$ cat config.mk
export PLATFORM = sky130hd
export DESIGN_NAME = disp_vramrd
export DESIGN_NICKNAME = d
export VERILOG_FILES = /design/src/rtl/disp_vramrd.sv
export SDC_FILE = /design/constraint.sdc
export NUM_CORES = 1
export LEC_CHECK = 0
export BUFFER_PORTS_ARGS = -buffer_cell sky130_fd_sc_hd__buf_2
export CAP_MARGIN = 40
export CORE_MARGIN = 2
export CORE_UTILIZATION = 52
export CTS_CLUSTER_SIZE = 20
export DETAILED_ROUTE_END_ITERATION = 10
export GPL_ROUTABILITY_DRIVEN = 0
export PLACE_DENSITY = 0.94
export SYNTH_ARGS = -nofsm -noshare
export SYNTH_HDL_FRONTEND = slang
export SYNTH_SLANG_ARGS = --single-unit
$ cat constraint.sdc
create_clock -name i_clk -period 5.1 [get_ports i_clk]
set_input_delay 1.275 -clock i_clk [delete_from_list [all_inputs] [get_ports i_clk]]
set_output_delay 1.275 -clock i_clk [all_outputs]
set_load 0.05 [all_outputs]
$ cat src/rtl/disp_vramrd.sv
// ----------------------------------------------------------------------------
// disp_vramrd -- VRAM read master for the XGA display path
//
// Fetches one frame of 16-bit pixels (HSIZE x VSIZE) from VRAM as 128-byte
// AXI4 INCR read bursts (16 beats x 64 bits). Every accepted read beat is
// forwarded combinationally into the display FIFO. A frame is kicked off by a
// frame-start level pulse from the pixel-clock domain, qualified by the
// display-enable level; both are resynchronised into the AXI clock domain.
//
// Exactly one burst is in flight at a time. A new address phase is only
// issued once the FIFO reports room for a whole burst, so RREADY can be held
// high for the entire data phase without ever overflowing the FIFO.
//
// Ports
//   i_clk      in   1  AXI/VRAM clock (only clock)
//   i_rst_n    in   1  asynchronous active-low reset (shared with interconnect)
//   AXISTART   in   1  frame-start level pulse, asynchronous to i_clk
//   DISPON     in   1  display enable level, asynchronous to i_clk
//   VRAMADR    in  32  frame base byte address (128-byte aligned)
//   FIFOREADY  in   1  FIFO has >= 16 free 64-bit entries
//   FIFOWR     out  1  FIFO write strobe
//   FIFOIN     out 64  FIFO write data
//   ARADDR     out 32  AXI read address
//   ARLEN/ARSIZE/ARBURST/ARCACHE/ARPROT/ARID  out  constant AXI fields
//   ARVALID    out  1  AXI read address valid
//   ARREADY    in   1  AXI read address ready
//   RDATA      in  64  AXI read data
//   RRESP      in   2  AXI read response
//   RLAST      in   1  AXI last beat of burst
//   RVALID     in   1  AXI read data valid
//   RREADY     out  1  AXI read data ready
//   RDERR      out  1  sticky: a SLVERR/DECERR beat was seen this frame
// ----------------------------------------------------------------------------
module disp_vramrd #(
    parameter int HSIZE  = 1024,
    parameter int VSIZE  = 768,
    parameter int BURSTS = HSIZE * VSIZE * 2 / 128
) (
    input  logic        i_clk,
    input  logic        i_rst_n,
    input  logic        AXISTART,
    input  logic        DISPON,
    input  logic [31:0] VRAMADR,
    input  logic        FIFOREADY,
    output logic        FIFOWR,
    output logic [63:0] FIFOIN,
    output logic [31:0] ARADDR,
    output logic [7:0]  ARLEN,
    output logic [2:0]  ARSIZE,
    output logic [1:0]  ARBURST,
    output logic [3:0]  ARCACHE,
    output logic [2:0]  ARPROT,
    output logic        ARID,
    output logic        ARVALID,
    input  logic        ARREADY,
    input  logic [63:0] RDATA,
    input  logic [1:0]  RRESP,
    input  logic        RLAST,
    input  logic        RVALID,
    output logic        RREADY,
    output logic        RDERR
);

    // Index of the final burst of a frame, in counter width.
    localparam logic [13:0] LAST_BURST = 14'(BURSTS - 1);

    typedef enum logic [1:0] {
        S_IDLE  = 2'd0,
        S_WAITF = 2'd1,
        S_ADDR  = 2'd2,
        S_DATA  = 2'd3
    } state_t;

    // ------------------------------------------------------------------
    // Registers
    // ------------------------------------------------------------------
    // Clock-domain crossing flops
    logic        r_start_m;
    logic        r_start_s;
    logic        r_start_d;
    logic        r_start_p;
    logic        r_dispon_m;
    logic        r_dispon_s;

    // Frame sequencing
    state_t      r_state;
    logic [13:0] r_cnt;
    logic [31:0] r_base;
    logic        r_restart;
    logic        r_rderr;

    // Registered AXI outputs
    logic        r_arvalid;
    logic        r_rready;
    logic [31:0] r_araddr;

    // ------------------------------------------------------------------
    // Combinational helpers
    // ------------------------------------------------------------------
    logic        w_beat;
    logic        w_last_beat;
    logic        w_restart;
    logic [31:0] w_burst_ofs;
    logic [31:0] w_next_addr;
    logic        w_unused;

    assign w_beat      = RVALID & r_rready;
    assign w_last_beat = w_beat & RLAST;
    // A start pulse coinciding with the last beat must not be lost.
    assign w_restart   = r_restart | r_start_p;
    assign w_burst_ofs = {11'd0, r_cnt, 7'd0};
    assign w_next_addr = r_base + w_burst_ofs;
    // Only RRESP[1] distinguishes an error response (SLVERR/DECERR).
    assign w_unused    = RRESP[0];

    // ------------------------------------------------------------------
    // Synchronisers: two flops per level, plus a third flop on the start
    // level so its rising edge becomes a single registered pulse.
    // ------------------------------------------------------------------
    always_ff @(posedge i_clk or negedge i_rst_n) begin
        if (!i_rst_n) begin
            r_start_m  <= 1'b0;
            r_start_s  <= 1'b0;
            r_start_d  <= 1'b0;
            r_start_p  <= 1'b0;
            r_dispon_m <= 1'b0;
            r_dispon_s <= 1'b0;
        end else begin
            r_start_m  <= AXISTART;
            r_start_s  <= r_start_m;
            r_start_d  <= r_start_s;
            r_start_p  <= r_start_s & ~r_start_d;
            r_dispon_m <= DISPON;
            r_dispon_s <= r_dispon_m;
        end
    end

    // ------------------------------------------------------------------
    // Burst sequencer
    //   IDLE  : wait for a qualified frame start
    //   WAITF : wait until the FIFO can absorb a whole burst
    //   ADDR  : present ARADDR until the address handshake
    //   DATA  : accept the 16 beats of the outstanding burst
    // A start pulse outside IDLE is remembered in r_restart and honoured
    // at the end of the outstanding burst, so no AXI transfer is cut short.
    // ------------------------------------------------------------------
    always_ff @(posedge i_clk or negedge i_rst_n) begin
        if (!i_rst_n) begin
            r_state   <= S_IDLE;
            r_cnt     <= '0;
            r_base    <= '0;
            r_restart <= 1'b0;
            r_rderr   <= 1'b0;
            r_arvalid <= 1'b0;
            r_rready  <= 1'b0;
            r_araddr  <= '0;
        end else begin
            // Error capture first; a frame restart later in this block
            // overrides it with a clear.
            if (w_beat && RRESP[1]) begin
                r_rderr <= 1'b1;
            end

            case (r_state)
                S_IDLE: begin
                    if (r_start_p && r_dispon_s) begin
                        r_base    <= VRAMADR;
                        r_cnt     <= '0;
                        r_rderr   <= 1'b0;
                        r_restart <= 1'b0;
                        r_state   <= S_WAITF;
                    end
                end

                S_WAITF: begin
                    if (r_start_p) begin
                        // Nothing outstanding: rewind to the new frame at once.
                        r_base    <= VRAMADR;
                        r_cnt     <= '0;
                        r_rderr   <= 1'b0;
                        r_restart <= 1'b0;
                    end else if (FIFOREADY) begin
                        r_araddr  <= w_next_addr;
                        r_arvalid <= 1'b1;
                        r_state   <= S_ADDR;
                    end
                end

                S_ADDR: begin
                    if (r_start_p) begin
                        r_restart <= 1'b1;
                    end
                    // ARVALID/ARADDR stay put until the slave takes them.
                    if (ARREADY) begin
                        r_arvalid <= 1'b0;
                        r_rready  <= 1'b1;
                        r_state   <= S_DATA;
                    end
                end

                S_DATA: begin
                    if (r_start_p) begin
                        r_restart <= 1'b1;
                    end
                    if (w_last_beat) begin
                        r_rready <= 1'b0;
                        if (w_restart) begin
                            r_cnt     <= '0;
                            r_base    <= VRAMADR;
                            r_restart <= 1'b0;
                            r_rderr   <= 1'b0;
                            r_state   <= r_dispon_s ? S_WAITF : S_IDLE;
                        end else if (r_cnt == LAST_BURST) begin
                            r_state <= S_IDLE;
                        end else begin
                            r_cnt   <= r_cnt + 14'd1;
                            r_state <= S_WAITF;
                        end
                    end
                end

                default: begin
                    r_state <= S_IDLE;
                end
            endcase
        end
    end

    // ------------------------------------------------------------------
    // Outputs
    // ------------------------------------------------------------------
    // FIFO space was checked before the address phase, so each accepted
    // beat goes straight through; data is zeroed outside a beat.
    assign FIFOWR  = w_beat;
    assign FIFOIN  = w_beat ? RDATA : 64'd0;

    assign ARADDR  = r_araddr;
    assign ARVALID = r_arvalid;
    assign RREADY  = r_rready;
    assign RDERR   = r_rderr;

    // 16 beats x 8 bytes, incrementing, bufferable/modifiable, data access.
    assign ARLEN   = 8'd15;
    assign ARSIZE  = 3'b011;
    assign ARBURST = 2'b01;
    assign ARCACHE = 4'b0011;
    assign ARPROT  = 3'b000;
    assign ARID    = 1'b0;

endmodule

==> qor.csv <==
stage;metric;value;unit
sta;Rel. slew slack;43.2;%
synthesis;ys async rst share;100;%
critical_path;Slowest cell on crit path;buf_2;
synthesis;FF+latch count, synth;90;
final_layout;nets;902;
die;overall die width;104;um
clock_tree;CTS Hold Bufs;0;
power_and_ir_drop;pwr/cell area;569;nW/um^2
clock_tree;Post-CTS Resized;0;
die;chip height;104;um
clock_tree;Clk Latency, worst-skew pair;370;ps
sta;Pins Over Slew Limit;0;
final_layout;n_diodes;0;
synthesis;sequential fraction of the synthesis area;43.7;%
clock_tree;CTS tree;built;
critical_path;reg2reg end;ARADDR[20];
critical_path;Crit path top cell by count;buf_2;
critical_path;CP max FO;66;
global_route;GRT Util Overall;25.9;%
power_and_ir_drop;Worst VDD drop;436;uV
min_path;Hold Crit Start;r_dispon_m;
critical_path;RR Startpoint;r_cnt[1];
global_route;largest net degree at the start of global routing;70;
sta;fmax;0.269;GHz
drt;First-pass DRT Iterations;5;
drt;DRC viols;0;
global_route;global-route wire length before repair;22700;um
drt;WL/cell;15.1;um
die;total core area;9680;sq um
synthesis;Cell Area, Synth;5150;sq um
synthesis;Post-Syn Instances;587;
synthesis;Mapped Avg Cell Area;8.77;sq um
drt;vias;4880;
critical_path;FF-to-FF path depth;7;
clock_tree;postcts setup bufs;0;
sta;clk_skew;10.5;ps
sta;TNS Setup;0;ps
power_and_ir_drop;static leakage;3.61;nW
place;IO Port Bufs;204;
critical_path;reg2reg setup slack;2410;ps
clock_tree;clock sinks;90;
min_path;min-delay worst type;reg2reg;
clock_tree;CTS root buf;clkbuf_8;
final_layout;most common cell after layout, fill and taps aside;buf_2;
final_layout;most frequent cells in the layout;buf_2 (203), nand2_1 (137), dfrtp_1 (90);
synthesis;Yosys cell types;52;
final_layout;Non-Filler Instances;914;
synthesis;leading register cell type out of synthesis;dfrtp_1;
clock_tree;htree depth;3;
global_route;GRT overflow;0;
die;row count;36;
critical_path;slowest stage delay, CP;580;ps
critical_path;Worst Path Arrival;2450;ps
critical_path;Crit Path Category;in2out;
critical_path;Critical Path RT;3830;ps
global_route;initial antenna violation count;0;
critical_path;Critical Path, Cell by Cell;buf_2 -> and3_1 -> buf_2;
clock_tree;CTS Buffer Depth;2;
critical_path;Startpoint Class;input pin;
drt;First DRT Iteration DRCs;395;
sta;final critical-path share of the clock period;73.0;%
sta;Tmin final;3720;ps
critical_path;CP endpoint kind;output pin;
sta;Fin. Hold Viols;0;
global_route;number of global-route vias before repair;4681;
drt;Routed WL;13800;um
run_status;status;complete, no violations;
critical_path;worst setup path startpoint;RVALID;
sta;worst slew pin tran;830;ps
flow_run;total of max-cap violations;0;
sta;final setup fails;0;
clock_tree;total CTS buffers;9;
sta;RSZ-0062 raised after global routing;false;
drt;vias per inst;5.34;
synthesis;YS warnings;0;
place;DP Wirelength;10200;um
synthesis;Post-synth EDFFs;0;
die;Starting Density;53.2;%
clock_tree;Reg clk slew, reported paths;100;ps
die;die area;10700;sq um
place;dpl cells;898;
die;I/O pin count;227;
min_path;worst hold stages;0;
final_layout;layout cells sized above 1;31.5;%
final_layout;P&R area growth vs syn;24.9;%
drt;DRT antenna net count;0;
min_path;Worst Hold End;r_dispon_s;
-- stage by stage --
| step | setup WS [ps] | hold WS (ps) | area [sq um] | utilization [%] | power, mW |
|---|---|---|---|---|---|
| finish | 1380 | 355 | 6430 | 66.4 | 3.66 |
| global route | 1260 | 368 | 6430 | 66.4 | 3.91 |
| CTS | 1410 | 358 | 6430 | 66.4 | 3.67 |
| detailed placement | 1410 | 336 | 6230 | 64.3 | 3.17 |
| global placement | 1430 | 334 | 6150 | 63.6 | 3.08 |
| floorplan | 1630 | 331 | 5220 | - | 2.67 |
-- logic make-up after synthesis --
| family | count (synthesis) | synth area share [%] |
|---|---|---|
| AND/OR/NAND/NOR | 283 | 26.4 |
| flip-flops | 90 | 43.7 |
| adder cells (fa/ha/maj) | 20 | 5.01 |
| AO/OA/AOI/OAI | 93 | 11.2 |
| buffers and inverters | 57 | 5.83 |
| XOR/XNOR | 31 | 5.27 |
| other | 2 | 0.146 |
| multiplexers | 11 | 2.48 |
-- registers in the layout, indices dropped and copies added (netlist names) --
register / count
r_base: 32
r_start_p: 1
r_start_d: 1
r_restart: 1
RREADY: 1
r_dispon_m: 1
r_start_s: 1
RDERR: 1
r_dispon_s: 1
ARADDR: 32
r_cnt: 14
r_start_m: 1
ARVALID: 1
r_state: 2
-- where the power goes --
part,switching (mW),total (mW),internal (mW)
clock network,0.299,0.494,0.195
registers,0.197,1.18,0.984
logic,1.42,1.98,0.564
total,1.92,3.66,1.74
-- area by class of cell --
type	count	area (sq um)
clock buffers	9	124
inverters	6	22.5
clock inverters	7	76.3
multi-input cells	459	2670
fillers	782	3250
repair buffers	210	1120
flip-flops and latches	90	2250
well taps	133	166
-- cells in the mapped netlist (all sizes together) (2+ instances only) --
master	count	area [sq um]
xor2	17	149
clkbuf	28	105
a21boi	3	22.5
nor3b	3	22.5
o31ai	3	22.5
mux2	11	128
o21bai	3	22.5
nor2b	2	12.5
o211ai	3	22.5
conb	2	7.51
dfrtp	90	2250
nand2	137	514
or3	6	43.8
nor3	3	15.0
and2	2	12.5
a31oi	2	12.5
buf	23	173
nand4	7	43.8
inv	6	22.5
a21oi	22	110
a211oi	9	72.6
and3	69	432
or2	2	12.5
nand2b	3	18.8
nor2	30	113
nand3	16	92.6
ha	19	238
xnor2	14	123
a21o	6	45.0
o21ai	33	165
-- routing by layer --
| layer | GRT usage [%] | part of all wire [%] |
|---|---|---|
| met1 | 32.6 | 41 |
| met2 | 43.9 | 49 |
| met3 | 5.48 | 6.9 |
| met4 | 10.3 | 3.1 |
| met5 | 0 | 0 |
-- worst max-delay path by stage --
stage,endpoint,slack [ps],depth (start not counted)
2_1_floorplan,FIFOIN[13],1630,3
3_3_place_gp,FIFOIN[42],1430,3
5_1_grt,FIFOIN[42],1260,3
6_report,FIFOIN[42],1380,3
4_1_cts,FIFOIN[42],1410,3
3_5_place_dp,FIFOIN[42],1410,3
-- critical path, delay by kind of cell --
kind	cells	cell delay (ps)
buffers and inverters	2	850
AND/OR/NAND/NOR	1	300
No activity file was read; power rests on OpenSTA's default activity.
